==> src/rtl/stopwatch_time_counter.sv <==
// ============================================================================
//  Module   : stopwatch_time_counter
//  Brief    : Cascaded centisecond/second/minute/hour run-time counter with
//             optional lap hold (enable with `define STOPWATCH_LAP_EN).
//  Revision : 1.0 - initial release
// ============================================================================
`default_nettype none

module stopwatch_time_counter #(
   parameter int MSEC_MAX = 100,
   parameter int SEC_MAX  = 60,
   parameter int MIN_MAX  = 60,
   parameter int HOUR_MAX = 24
) (
   input  logic                        clk,
   input  logic                        reset,
   input  logic                        i_tick,
   input  logic                        clear,
   input  logic                        lap,
   output logic [$clog2(MSEC_MAX)-1:0] o_msec,
   output logic [$clog2(SEC_MAX)-1:0]  o_sec,
   output logic [$clog2(MIN_MAX)-1:0]  o_min,
   output logic [$clog2(HOUR_MAX)-1:0] o_hour,
   output logic                        o_rollover,
   output logic                        o_lap_active
);

   localparam int c_MSEC_W = $clog2(MSEC_MAX);
   localparam int c_SEC_W  = $clog2(SEC_MAX);
   localparam int c_MIN_W  = $clog2(MIN_MAX);
   localparam int c_HOUR_W = $clog2(HOUR_MAX);

   localparam logic [c_MSEC_W-1:0] c_MSEC_LAST = c_MSEC_W'(MSEC_MAX - 1);
   localparam logic [c_SEC_W-1:0]  c_SEC_LAST  = c_SEC_W'(SEC_MAX - 1);
   localparam logic [c_MIN_W-1:0]  c_MIN_LAST  = c_MIN_W'(MIN_MAX - 1);
   localparam logic [c_HOUR_W-1:0] c_HOUR_LAST = c_HOUR_W'(HOUR_MAX - 1);

   localparam logic [c_MSEC_W-1:0] c_MSEC_ONE = c_MSEC_W'(1);
   localparam logic [c_SEC_W-1:0]  c_SEC_ONE  = c_SEC_W'(1);
   localparam logic [c_MIN_W-1:0]  c_MIN_ONE  = c_MIN_W'(1);
   localparam logic [c_HOUR_W-1:0] c_HOUR_ONE = c_HOUR_W'(1);

   logic [c_MSEC_W-1:0] msec_q, msec_d;
   logic [c_SEC_W-1:0]  sec_q,  sec_d;
   logic [c_MIN_W-1:0]  min_q,  min_d;
   logic [c_HOUR_W-1:0] hour_q, hour_d;
   logic                rollover_q, rollover_d;

   logic w_msec_wrap, w_sec_wrap, w_min_wrap, w_hour_wrap;

   assign w_msec_wrap = (msec_q == c_MSEC_LAST);
   assign w_sec_wrap  = (sec_q  == c_SEC_LAST);
   assign w_min_wrap  = (min_q  == c_MIN_LAST);
   assign w_hour_wrap = (hour_q == c_HOUR_LAST);

   // Whole carry chain resolves in one cycle so no field ever shows its modulus.
   always_comb begin
      msec_d     = msec_q;
      sec_d      = sec_q;
      min_d      = min_q;
      hour_d     = hour_q;
      rollover_d = 1'b0;
      if (clear) begin
         msec_d = '0;
         sec_d  = '0;
         min_d  = '0;
         hour_d = '0;
      end else if (i_tick) begin
         rollover_d = w_msec_wrap & w_sec_wrap & w_min_wrap & w_hour_wrap;
         if (!w_msec_wrap) begin
            msec_d = msec_q + c_MSEC_ONE;
         end else begin
            msec_d = '0;
            if (!w_sec_wrap) begin
               sec_d = sec_q + c_SEC_ONE;
            end else begin
               sec_d = '0;
               if (!w_min_wrap) begin
                  min_d = min_q + c_MIN_ONE;
               end else begin
                  min_d  = '0;
                  hour_d = w_hour_wrap ? '0 : hour_q + c_HOUR_ONE;
               end
            end
         end
      end
   end

   always_ff @(posedge clk or negedge reset) begin
      if (!reset) begin
         msec_q     <= '0;
         sec_q      <= '0;
         min_q      <= '0;
         hour_q     <= '0;
         rollover_q <= 1'b0;
      end else begin
         msec_q     <= msec_d;
         sec_q      <= sec_d;
         min_q      <= min_d;
         hour_q     <= hour_d;
         rollover_q <= rollover_d;
      end
   end

   assign o_rollover = rollover_q;

`ifdef STOPWATCH_LAP_EN
   localparam logic [0:0] c_ST_LIVE = 1'b0;
   localparam logic [0:0] c_ST_HOLD = 1'b1;

   logic [0:0]          state_q, state_d;
   logic [c_MSEC_W-1:0] hold_msec_q, hold_msec_d;
   logic [c_SEC_W-1:0]  hold_sec_q,  hold_sec_d;
   logic [c_MIN_W-1:0]  hold_min_q,  hold_min_d;
   logic [c_HOUR_W-1:0] hold_hour_q, hold_hour_d;

   // Capture uses the pre-edge live values, i.e. what is on the display now.
   always_comb begin
      state_d     = state_q;
      hold_msec_d = hold_msec_q;
      hold_sec_d  = hold_sec_q;
      hold_min_d  = hold_min_q;
      hold_hour_d = hold_hour_q;
      if (clear) begin
         state_d = c_ST_LIVE;
      end else if (lap) begin
         if (state_q == c_ST_LIVE) begin
            state_d     = c_ST_HOLD;
            hold_msec_d = msec_q;
            hold_sec_d  = sec_q;
            hold_min_d  = min_q;
            hold_hour_d = hour_q;
         end else begin
            state_d = c_ST_LIVE;
         end
      end
   end

   always_ff @(posedge clk or negedge reset) begin
      if (!reset) begin
         state_q     <= c_ST_LIVE;
         hold_msec_q <= '0;
         hold_sec_q  <= '0;
         hold_min_q  <= '0;
         hold_hour_q <= '0;
      end else begin
         state_q     <= state_d;
         hold_msec_q <= hold_msec_d;
         hold_sec_q  <= hold_sec_d;
         hold_min_q  <= hold_min_d;
         hold_hour_q <= hold_hour_d;
      end
   end

   assign o_lap_active = (state_q == c_ST_HOLD);
   assign o_msec       = o_lap_active ? hold_msec_q : msec_q;
   assign o_sec        = o_lap_active ? hold_sec_q  : sec_q;
   assign o_min        = o_lap_active ? hold_min_q  : min_q;
   assign o_hour       = o_lap_active ? hold_hour_q : hour_q;
`else
   // Lap input is inert in this build; it is only folded away here.
   assign o_lap_active = lap & 1'b0;
   assign o_msec       = msec_q;
   assign o_sec        = sec_q;
   assign o_min        = min_q;
   assign o_hour       = hour_q;
`endif

endmodule

`default_nettype wire

==> config.mk <==
export PLATFORM = sky130hd
export DESIGN_NAME = stopwatch_time_counter
export DESIGN_NICKNAME = d
export VERILOG_FILES = /design/src/rtl/stopwatch_time_counter.sv
export SDC_FILE = /design/constraint.sdc
export NUM_CORES = 1
export LEC_CHECK = 0
export BUFFER_PORTS_ARGS = -buffer_cell sky130_fd_sc_hd__buf_2
export CAP_MARGIN = 30
export CORE_ASPECT_RATIO = 1.5
export CORE_UTILIZATION = 53
export CTS_BUF_LIST = sky130_fd_sc_hd__clkbuf_16
export DETAILED_ROUTE_END_ITERATION = 10
export PLACE_DENSITY = 0.79
export SLEW_MARGIN = 10
export SYNTH_ARGS = -nofsm -noshare
export SYNTH_HDL_FRONTEND = slang
export SYNTH_SLANG_ARGS = --single-unit
==> constraint.sdc <==
create_clock -name clk -period 2.7 [get_ports clk]
set_input_delay 0 -clock clk [delete_from_list [all_inputs] [get_ports clk]]
set_output_delay 0 -clock clk [all_outputs]
set_load 0.02 [all_outputs]
Word level (Yosys, flattened, before mapping)
Cells that the tools add are included.
{ "totals": {"reg_bits": 25, "input_bits": 5, "wordCells": 43} }
{ "op_classes": {"n_addsub": 4, "eq_ne": 4, "mux": 20, "n_bitwise": 3, "reduce_logical": 7} }
{ "ops": {"columns": ["cell", "count"], "rows": [
  ["$mux 6", 9],
  ["$mux 5", 6],
  ["$mux 7", 3],
  ["$add 6x1->6 const B", 2],
  ["$eq 6x6->1 const B", 2],
  ["$reduce_bool 2->1", 4],
  ["$add 7x1->7 const B", 1],
  ["$eq 7x7->1 const B", 1],
  ["$add 5x1->5 const B", 1],
  ["$eq 5x5->1 const B", 1],
  ["$reduce_and 4->1", 1],
  ["$and 1x1->1", 3],
  ["$reduce_and 3->1", 1],
  ["$mux 1", 2],
  ["$reduce_and 2->1", 1]
]} }

Logic depth before layout (Yosys ltp)
Gate-level depths: netlist (run 1).
{ "logic_depth": {"ltp_word": 7, "depth_mapped": 7} }

Least setup slack after synthesis (run 1)
OpenSTA, ideal clock, no wires.
{ "synth_timing": {"kind": "reg2reg", "from": "register msec_q[0] (netlist: o_msec[0])", "to": "register min_q[3] (netlist: o_min[3])", "setup_time_ns": 0.095, "arrival_ns": 2.031, "t_required_ns": 2.605, "slack_ns": 0.574, "stages_incl_launch_ff": 7, "n_path_buf": 1, "synth_period_minus_slack_ns": 2.126, "path_cell_list": "dfrtp_1 ha_1 nand4bb_4 or4_1 buf_2 or4_1 o31ai_1"} }
{ "synth_between": {"elab_chain_cells": 3} }
{ "synth_lines": {"columns": ["item", "line_no", "text"], "rows": [
  ["start, declared", "43", "logic [c_MSEC_W-1:0] msec_q, msec_d;"],
  ["start signal, assigned", "97", "msec_q <= msec_d;"],
  ["$eq 7x7->1", "51", "assign w_msec_wrap = (msec_q == c_MSEC_LAST);"],
  ["$reduce_bool 2->1 (no line)", null, null],
  ["$reduce_and 3->1 (no line)", null, null],
  ["end signal, assigned", "99", "min_q <= min_d;"],
  ["end, declared", "45", "logic [c_MIN_W-1:0] min_q, min_d;"]
]} }
Every way passes these cells.
A chain may end at the register's enable or synchronous reset.

Worst setup path after layout (run 1)
Ends and elaborated chain as after synthesis.

==> summary.txt, run 1 <==
Outcome
  • Status: finished, violations left
  • Failing checks: DRC

Synth
  • Synth unique cells: 38
  • Synthesized Nets: 156
  • Async SR Flop Fraction: 1.00
  • Share of the synthesized area in the top cell type: 0.457
  • Top cells by count, synth: 25 x dfrtp_1, 15 x nand2_1, 13 x a21oi_1
  • Post-synthesis cell area: 1370 um^2
  • YS warnings: 0
  • Post-Synthesis Cells: 147
  • Synth Flop Type: dfrtp_1
  • #FFs+latches synth: 25
  • Count leader, synth: dfrtp_1
  • Synth top area cells: dfrtp_1 46%, a21oi_1 4.8%, nand2_1 4.1%
  • Sequential area share after synthesis: 0.457
  • EDFF count, synth: 0
  • Post-synth top area cell: dfrtp_1
  • Syn_area_per_cell: 9.30 um^2

Timing
  • Hold Slack: 0.109 ns
  • Tcrit/Tclk final: 0.869
  • Final min period: 2.35 ns
  • Worst-Margin Slew: 0.602 ns
  • Final TNS setup: 0 ns
  • # setup viols final: 0
  • Max_slew headroom: 0.595
  • Fin. Hold Viols: 0
  • RSZ-0062 raised after global routing: no
  • Fmax: 426 MHz
  • Setup Skew: 0.00378 ns
  • Slew Viols, Final: 0

Power and ir drop
  • Max rail drop VDD: 0.363 mV
  • Net Sw Frac: 0.218
  • Comb power frac: 0.074
  • Sequential share of power: 0.511
  • P_sw: 0.000166 W
  • Cell internal pwr: 0.000596 W
  • Clock power frac: 0.414
  • PwrDens: 475 nW/um^2
  • Pleak: 0.730 nW

Setup path
  • Worst-path fanout max: 18
  • FF-to-FF End: o_min[3]$_DFFE_PN0P_
  • Worst r2r path cells: 5
  • Required @ worst endpoint: 2.86 ns
  • Worst R2R Setup Slack: 0.35 ns
  • Worst endpoint data arrival time: 2.51 ns
  • CP Launch Type: register
  • Setup crit end kind: register
  • Kind of critical path: register to register
  • Reg-to-reg startpoint: o_msec[0]$_DFFE_PN0P_

Global routing
  • First-pass GRT wire length: 4.95 mm
  • Pin count of the biggest net entering global routing: 26
  • GRT Residual Overflow: 0
  • Antenna violations before repair: 0
  • Vias in the first global route: 1174
  • Met1 Resource Use GR: 0.278
  • Met3 Track Usage GR: 0.0282
  • GR met2 Demand/Resource: 0.405
  • All-layer global routing usage: 0.230
  • GR peak layer: met2

Run
  • Max-Cap Viols: 0

Floorplan
  • DIE AREA: 2790 um^2
  • Die X-Extent: 43.5 um
  • Die Ht: 64.2 um
  • Initial core utilization: 0.558
  • Core area: 2450 um^2
  • Row count: 22
  • I/O Pins: 31

Drt
  • Remaining DRCs: 4
  • First-pass DRT Iterations: 7
  • Final antenna-violating net count: 0
  • Vias after detailed routing: 1247
  • Total wire length: 2.90 mm
  • Vias per cell: 6.27
  • WL per Instance: 14.6 um
  • Initial DRC Count: 49

Hold path
  • Cell depth of the worst min-delay path: 3
  • HP Start: i_tick
  • WHS Endpoint: o_msec[1]$_DFFE_PN0P_
  • Hold/Removal Path Class: input pin to register

Cells and area
  • Fillers: 201
  • Layout cell share with drive strength beyond 1: 0.200
  • N_diodes: 0
  • Area Growth Syn to Fin: 17.3%
  • Seq. cell area: 626 um^2
  • Multi-input logic area: 686 um^2
  • NumNets Final: 185

Place
  • Gpl congestion: 0.828
  • PortBufs: 28
  • Detailed placer's ending HPWL: 2.07 mm

Clocking
  • H-tree levels: 1
  • CTS buffer count: 3
  • Worst-Skew Late Latency: 0.25 ns
  • Clock Sinks: 25
  • Max Buffers Root-to-Sink: 2
  • Worst-path clk slew: 0.06 ns
  • Number of post-CTS setup repair buffers: 0
  • Root Buffer: clkbuf_16
  • CTS tree: done
[power groups by stage]
stage / Sequential [W] / Clock (W) / Combinational (W)
after global placement: 0.000396 / 0 / 0.0000550
after floorplan: 0.000404 / 0 / 0.0000265
after CTS: 0.000390 / 0.000323 / 0.0000575
final: 0.000390 / 0.000316 / 0.0000567
after detailed placement: 0.000396 / 0 / 0.0000559
after global routing: 0.000391 / 0.000340 / 0.0000640
[routing by layer]
layer	routed length, um	part of all wire
met4	25	0.0086
met1	1180	0.41
met5	0	0
met2	1620	0.56
met3	75	0.026
[cells by family after synthesis]
kind of cell | synth area share
DFF | 0.457
AOI/OAI and AO/OA | 0.164
muxes | 0.0156
and+or+nand+nor | 0.251
xor gates and xnor gates | 0.0320
other | 0.00274
adders and majority gates | 0.0366
buffers and inverters | 0.0412
[layout make-up]
type                    count  share of cell area
multi-input cells         109               0.427
flip-flops and latches     25               0.390
repair buffers             30              0.0983
clock buffers               3              0.0468
well taps                  24              0.0187
inverters                   7              0.0164
clock inverters             1             0.00234
[per-stage QoR]
step	instances	setup WS, ns	utilization	total power (W)	instance area, um^2
after floorplan	147	0.574	-	0.000431	1370
after global placement	194	0.428	0.618	0.000451	1520
after detailed placement	194	0.384	0.618	0.000452	1520
after CTS	199	0.377	0.655	0.000770	1600
after global routing	199	0.136	0.655	0.000795	1600
final	199	0.354	0.655	0.000762	1600
[registers in the layout (all words and copies together), names as in the netlist]
name        cells
o_hour          5
o_sec           6
o_rollover      1
o_min           6
o_msec          7
[cell usage in the layout, fill, tap and decap left out, types with 3 or more instances in the layout]
master,netlist,final
buf_2,3,28
dfrtp_1,25,25
nand2_1,15,15
a21oi_1,13,13
o21ai_0,11,11
nand3_1,10,10
or4_1,7,7
inv_1,6,7
nor2_1,7,7
or3_1,5,5
ha_1,4,4
nor4_1,3,3
o31ai_1,3,3
nor3_1,3,3
xor2_1,3,3
clkbuf_16,0,3
[critical path, cell delays in order, from the launching register on]
cell and delay [ns]:
dfrtp_1 0.41, ha_1 0.27, nand4bb_4 0.16, or4_1 0.78, or4_1 0.56, o31ai_1 0.08
[timing repair]
action,CTS,global route
endpoints found under the hold margin,25,0
gates resized for setup,0,0
hold buffers,1,0
setup endpoints to repair,0,0
[worst max path at each step]
stage	from	to	slack [ns]	cells past startpoint
6_report	o_msec[0]$_DFFE_PN0P_	o_min[3]$_DFFE_PN0P_	0.35	5
5_1_grt	o_msec[0]$_DFFE_PN0P_	o_hour[4]$_DFFE_PN0P_	0.14	5
4_1_cts	o_msec[0]$_DFFE_PN0P_	o_min[3]$_DFFE_PN0P_	0.38	5
3_5_place_dp	o_msec[0]$_DFFE_PN0P_	o_min[3]$_DFFE_PN0P_	0.38	5
3_3_place_gp	o_msec[0]$_DFFE_PN0P_	o_min[3]$_DFFE_PN0P_	0.43	5
2_1_floorplan	o_msec[0]$_DFFE_PN0P_	o_min[3]$_DFFE_PN0P_	0.57	6
(Power assumes the default switching activity.)
==> inputs of run 2 (changes only) <==
- MAX_ROUTING_LAYER: default -> met4
==> run 2 against run 1 <==
  * The run still ends with DRC left
  * Clock skew barely moved
  * Die area did not move
  * Hold slack about the same
  * Clock power about the same
  * Total power barely moved
  * Critical endpoint unchanged
==> summary.txt, run 2 (same netlist as run 1, synthesis figures left out) <==
Outcome
  • Status: finished, violations left
  • Failing checks: DRC

Floorplan
  • Initial core utilization: 0.558 (unchanged)
  • Die Ht: 64.2 um (unchanged)
  • I/O Pins: 31 (unchanged)
  • Row count: 22 (unchanged)
  • DIE AREA: 2790 um^2 (unchanged)
  • Core area: 2450 um^2 (unchanged)
  • Die X-Extent: 43.5 um (unchanged)

Cells and area
  • NumNets Final: 185 (unchanged)
  • Fin cells: 199 (unchanged)
  • N_diodes: 0 (unchanged)
  • Most common cell after layout, fill and taps aside: buf_2
  • Area Growth Syn to Fin: 17.3% (unchanged)
  • Fillers: 201 (unchanged)
  • Most frequent cells in the layout: 28 x buf_2, 25 x dfrtp_1, 15 x nand2_1, 13 x a21oi_1, 11 x o21ai_0
  • Max reg flops: 7 (unchanged)
  • Layout cell share with drive strength beyond 1: 0.200 (unchanged)

Timing
  • # setup viols final: 0 (unchanged)
  • Tcrit/Tclk final: 0.869 (about the same)
  • Fmax: 426 MHz (unchanged)
  • Worst-Margin Slew: 0.602 ns (-0.0000983 ns)
  • Slew Viols, Final: 0 (unchanged)
  • Final TNS setup: 0 ns (unchanged)
  • Setup Skew: 0.00378 ns (+0.000000500 ns)
  • Final min period: 2.35 ns (-0.00000100 ns)
  • Max_slew headroom: 0.595 (about the same)
  • Post-route setup slack: 0.354 ns (+0.00000100 ns)
  • RSZ-0062 raised after global routing: no
  • Fin. Hold Viols: 0 (unchanged)

Drt
  • WL per Instance: 14.6 um (unchanged)
  • Vias per cell: 6.27 (unchanged)
  • First-pass DRT Iterations: 7 (unchanged)
  • Initial DRC Count: 46 (-6.1%)
  • Vias after detailed routing: 1247 (unchanged)
  • Total wire length: 2.90 mm (unchanged)
  • Final antenna-violating net count: 0 (unchanged)
  • Remaining DRCs: 4 (unchanged)

Clocking
  • Clock Sinks: 25 (unchanged)
  • Max Buffers Root-to-Sink: 2 (unchanged)
  • Worst-path clk slew: 0.06 ns (about the same)
  • H-tree levels: 1 (unchanged)
  • CTS buffer count: 3 (unchanged)
  • Root Buffer: clkbuf_16
  • Worst-Skew Late Latency: 0.25 ns (about the same)
  • Number of post-CTS setup repair buffers: 0 (unchanged)
  • CTS tree: done

Power and ir drop
  • Max rail drop VDD: 0.363 mV (about the same)
  • Net Sw Frac: 0.218 (about the same)
  • Comb power frac: 0.074 (about the same)
  • P_sw: 0.000166 W (unchanged)
  • Sequential share of power: 0.511 (about the same)
  • Pleak: 0.730 nW (unchanged)
  • Cell internal pwr: 0.000596 W (unchanged)
  • Clock power frac: 0.414 (about the same)
  • PwrDens: 475 nW/um^2 (about the same)
  • Power, Total: 0.000762 W (about the same)

Setup path
  • Reg-to-reg startpoint: o_msec[0]$_DFFE_PN0P_
  • CP Launch Type: register
  • Kind of critical path: register to register
  • Worst-path fanout max: 18 (unchanged)
  • FF-to-FF End: o_min[3]$_DFFE_PN0P_
  • Worst r2r path cells: 5 (unchanged)
  • Setup crit end kind: register
  • Worst R2R Setup Slack: 0.35 ns (about the same)
  • Required @ worst endpoint: 2.86 ns (about the same)
  • Worst endpoint data arrival time: 2.51 ns (about the same)

Place
  • Detailed placer's ending HPWL: 2.07 mm (unchanged)
  • Gpl congestion: 0.840 (+1.5%)
  • Post-placement cell count: 194 (unchanged)
  • DP Worst Slack: 0.384 ns (unchanged)
  • PortBufs: 28 (unchanged)

Hold path
  • HP Start: i_tick
  • Hold/Removal Path Class: input pin to register
  • WHS Endpoint: o_msec[1]$_DFFE_PN0P_
  • Cell depth of the worst min-delay path: 3 (unchanged)

Global routing
  • Pin count of the biggest net entering global routing: 26 (unchanged)
  • All-layer global routing usage: 0.236 (+0.00615)
  • First-pass GRT wire length: 4.95 mm (+0.14%)
  • Vias in the first global route: 1174 (unchanged)
  • GRT Residual Overflow: 0 (unchanged)
  • Antenna violations before repair: 0 (unchanged)

Run
  • Max-Cap Viols: 0 (unchanged)
## run 2: cell counts in the layout (fill, tap and decap cells not counted)
Identical to the previous run, type by type.
## run 2: metrics by stage
step                      cell area, um^2  hold slack (ns)   util
after floorplan                      1370           -0.296      -
after global placement               1520           0.0135  0.618
after detailed placement             1520           0.0225  0.618
after CTS                            1600            0.110  0.655
after global routing                 1600            0.128  0.655
final                                1600            0.109  0.655
## run 2: worst max-delay path, cell delays in order (launching register included)
cell and delay (ns):
dfrtp_1 0.41, ha_1 0.27, nand4bb_4 0.16, or4_1 0.78, or4_1 0.56, o31ai_1 0.08
## run 2: timing repair
item / 4_1_cts / 5_1_grt
resized for setup: 0 / 0
endpoints found under the hold margin: 25 / 0
endpoints found under the setup margin: 0 / 0
hold buffers: 1 / 0
## run 2: how the worst max path moves through the flow
stage / startpoint / to / slack (ns) / depth (start not counted)
floorplan: o_msec[0]$_DFFE_PN0P_ / o_min[3]$_DFFE_PN0P_ / 0.57 / 6
global placement: o_msec[0]$_DFFE_PN0P_ / o_min[3]$_DFFE_PN0P_ / 0.43 / 5
detailed placement: o_msec[0]$_DFFE_PN0P_ / o_min[3]$_DFFE_PN0P_ / 0.38 / 5
CTS: o_msec[0]$_DFFE_PN0P_ / o_min[3]$_DFFE_PN0P_ / 0.38 / 5
global route: o_msec[0]$_DFFE_PN0P_ / o_hour[4]$_DFFE_PN0P_ / 0.14 / 5
finish: o_msec[0]$_DFFE_PN0P_ / o_min[3]$_DFFE_PN0P_ / 0.35 / 5
## run 2: final cells by class
type / instances / area [um^2] / area share
Multi-Input combinational cell: 109 / 686 / 0.427
Clock inverter: 1 / 3.75 / 0.00234
Sequential cell: 25 / 626 / 0.390
Clock buffer: 3 / 75.1 / 0.0468
Tap cell: 24 / 30.0 / 0.0187
Timing Repair Buffer: 30 / 158 / 0.0983
Inverter: 7 / 26.3 / 0.0164
## run 2: layer usage
| layer | vias to the layer above | routed length [um] | GRT usage |
|---|---|---|---|
| li1 | 593 | - | - |
| met1 | 620 | 1180 | 0.278 |
| met5 | - | 0 | - |
| met2 | 30 | 1620 | 0.405 |
| met3 | 4 | 77 | 0.0282 |
| met4 | 0 | 25 | 0.0859 |
## run 2: power by group through the flow
stage	Combinational [W]	Sequential, W	Clock (W)
floorplan	0.0000265	0.000404	0
global placement	0.0000550	0.000396	0
detailed placement	0.0000559	0.000396	0
CTS	0.0000575	0.000390	0.000323
global route	0.0000640	0.000391	0.000340
finish	0.0000567	0.000390	0.000316
==> inputs of run 3 (changes only) <==
- CORE_ASPECT_RATIO: 1.5 -> default
- CORE_UTILIZATION: 53 -> 48
- PLACE_DENSITY: 0.79 -> 0.76
- clock period: 2.7 -> 1.89 ns (I/O delays scaled with it)
==> run 3 against run 2 <==
  * The flow finishes with violations (setup timing)
  * Fmax grew 21%
  * Worst setup slack lost 0.40 ns
  * Global-route usage grew 0.69 points
  * Combinational power grew 110%
  * Sequential cell count is the same
==> summary.txt, run 3 (same netlist as run 1, synthesis figures left out) <==
Setup path
  • Max stage delay on crit path: 0.53 ns (-0.25 ns)
  • Largest delay share family, worst path: simple AND/OR/NAND/NOR gates
  • Setup crit end kind: register
  • Worst path bufs/invs: 1 (+1)
  • Slowest-stage cell, CP: or4_4
  • Worst endpoint data arrival time: 2.13 ns (-0.38 ns)
  • Required @ worst endpoint: 2.08 ns (-0.78 ns)
  • CP cell instances: ha_4, nand4bb_4, or4_4, buf_6, or4_4, a21oi_2
  • CP Launch Type: register
  • Critical path startpoint: o_msec[1]$_DFFE_PN0P_
  • Reg-to-reg startpoint: o_msec[1]$_DFFE_PN0P_
  • Worst-path fanout max: 7 (-11)
  • Kind of critical path: register to register
  • Most used cell, CP: or4_4

Power and ir drop
  • Max rail drop VDD: 0.687 mV (+89%)
  • PwrDens: 613 nW/um^2 (+29%)
  • Pleak: 0.849 nW (+16%)

Cells and area
  • Final Core Density: 0.717 (+0.0622)
  • Area Growth Syn to Fin: 35.8%
  • Most frequent cells in the layout: 29 x buf_2, 23 x buf_4, 20 x dfrtp_1, 15 x nand2_1, 12 x a21oi_1
  • NumNets Final: 209 (+13%)
  • N_diodes: 0 (unchanged)
  • Design Area, Final: 1860 um^2 (+16%)
  • Most common cell after layout, fill and taps aside: buf_2
  • Max reg flops: 7 (unchanged)
  • Layout cell share with drive strength beyond 1: 0.362 (+0.162)
  • Fillers: 194 (-3.5%)
  • Fin cells: 229 (+15%)

Timing
  • Fin. Hold Viols: 0 (unchanged)
  • RSZ-0062 raised after global routing: yes
  • Final min period: 1.94 ns (-0.406 ns)
  • Fmax: 515 MHz (+21%)
  • # setup viols final: 3 (+3)
  • Final TNS setup: -0.100 ns (-0.100 ns)
  • Slew Viols, Final: 0 (unchanged)
  • Post-route setup slack: -0.0503 ns (-0.404 ns)
  • Tcrit/Tclk final: 1.03 (+0.158)
  • Worst-Margin Slew: 0.555 ns (-0.0462 ns)
  • Setup Skew: 0.00203 ns (-0.00174 ns)
  • Max_slew headroom: 0.630 (+0.0351)

Global routing
  • First-pass GRT wire length: 5.82 mm (+18%)
  • Pin count of the biggest net entering global routing: 26 (unchanged)
  • Antenna violations before repair: 0 (unchanged)
  • All-layer global routing usage: 0.243 (+0.00689)
  • GRT Residual Overflow: 0 (unchanged)
  • Vias in the first global route: 1340 (+14%)

Place
  • Post-placement cell count: 221 (+14%)
  • Gpl congestion: 0.833 (-0.80%)
  • Placed Area: 1700 um^2 (+12%)
  • PortBufs: 28 (unchanged)
  • Detailed placer's ending HPWL: 2.32 mm (+12%)

Floorplan
  • Die Ht: 55.4 um (-14%)
  • I/O Pins: 31 (unchanged)
  • Initial core utilization: 0.528 (-0.0302)
  • Row count: 18 (-18%)
  • Die X-Extent: 55.4 um (+27%)
  • DIE AREA: 3070 um^2 (+9.8%)
  • Core area: 2590 um^2 (+5.7%)

Drt
  • Final antenna-violating net count: 0 (unchanged)
  • First-pass DRT Iterations: 4 (-3)
  • Remaining DRCs: 0 (-4)
  • Initial DRC Count: 52 (+13%)
  • Vias after detailed routing: 1351 (+8.3%)
  • WL per Instance: 14.9 um (+2.5%)
  • Vias per cell: 5.90 (-5.9%)
  • Total wire length: 3.42 mm (+18%)

Clocking
  • CTS tree: done
  • CTS buffer count: 3 (unchanged)
  • Worst-path clk slew: 0.06 ns (about the same)
  • Clock Sinks: 25 (unchanged)
  • H-tree levels: 1 (unchanged)
  • Max Buffers Root-to-Sink: 2 (unchanged)
  • Root Buffer: clkbuf_16
  • Worst-Skew Late Latency: 0.26 ns (about the same)

Hold path
  • Hold/Removal Path Class: input pin to register
  • HP Start: i_tick

Run
  • Max-Cap Viols: 0 (unchanged)

Outcome
  • Failing checks: setup timing
  • Status: finished, violations left
[run 3: changes by cell type in the layout (fill, tap and decap cells not counted), moves of 2 or more]
cell | previous run | this run
ha_1 | 4 | 2
or4_4 | 0 | 2
or4_1 | 7 | 5
dfrtp_2 | 0 | 5
dfrtp_1 | 25 | 20
buf_4 | 1 | 23
ha_4 | 0 | 2
[run 3: routing by layer]
layer | vias to the layer above | global-route usage | share of wire
li1 | 646 | - | -
met1 | 644 | 0.298 | 0.45
met2 | 48 | 0.404 | 0.48
met3 | 13 | 0.0398 | 0.049
met4 | 0 | 0.0893 | 0.024
met5 | - | - | 0
[run 3: final cells by class]
type                       count  area (um^2)  share of cell area
multi-input combinational    109          743               0.400
sequential                    25          632               0.340
timing repair buffer          54          339               0.183
clock buffer                   3         75.1              0.0404
tap                           30         37.5              0.0202
inverter                       7         26.3              0.0142
clock inverter                 1         3.75             0.00202
[run 3: path summary, 6_finish.rpt]
| kind | end | slack [ns] | cells past startpoint |
|---|---|---|---|
| min reg2reg | o_hour[4]$_DFFE_PN0P_ | 0.56 | 1 |
| min in group asynchronous | o_msec[6]$_DFFE_PN0P_ | 0.26 | 2 |
| max in group asynchronous | o_msec[0]$_DFFE_PN0P_ | 1.22 | 2 |
| min | o_msec[1]$_DFFE_PN0P_ | 0.09 | 3 |
| max | o_hour[2]$_DFFE_PN0P_ | -0.05 | 6 |
| max reg2reg | o_hour[2]$_DFFE_PN0P_ | -0.05 | 6 |
[run 3: repair_timing]
item | 4_1_cts | 5_1_grt
cloned | 1 | 0
endpoints found under the hold margin | 25 | 0
endpoints found under the setup margin | 6 | 9
gates resized for setup | 4 | 8
pin swaps | 7 | 2
hold buffers | 1 | 0
buffers inserted | 1 | 1
[run 3: per-stage QoR]
stage | total power [W] | hold WS [ns] | setup WS, ns
6_report | 0.00114 | 0.0857 | -0.0503
5_1_grt | 0.00118 | 0.104 | -0.130
4_1_cts | 0.00113 | 0.0821 | -0.0505
3_5_place_dp | 0.000670 | 0.0264 | -0.0782
3_3_place_gp | 0.000666 | 0.0125 | -0.0467
2_1_floorplan | 0.000620 | -0.296 | -0.0978
[run 3: worst register-to-register path, cell delays in order (launching register included)]
cell and delay [ns]:
dfrtp_2 0.38, ha_4 0.15, nand4bb_4 0.10, or4_4 0.53, buf_6 0.15, or4_4 0.42, a21oi_2 0.12
[run 3: power by group]
group,internal [W],switching (W),total [W]
clock,0.000283,0.000180,0.000463
combinational,0.0000482,0.0000710,0.000119
sequential,0.000547,0.0000100,0.000557
total,0.000877,0.000261,0.00114
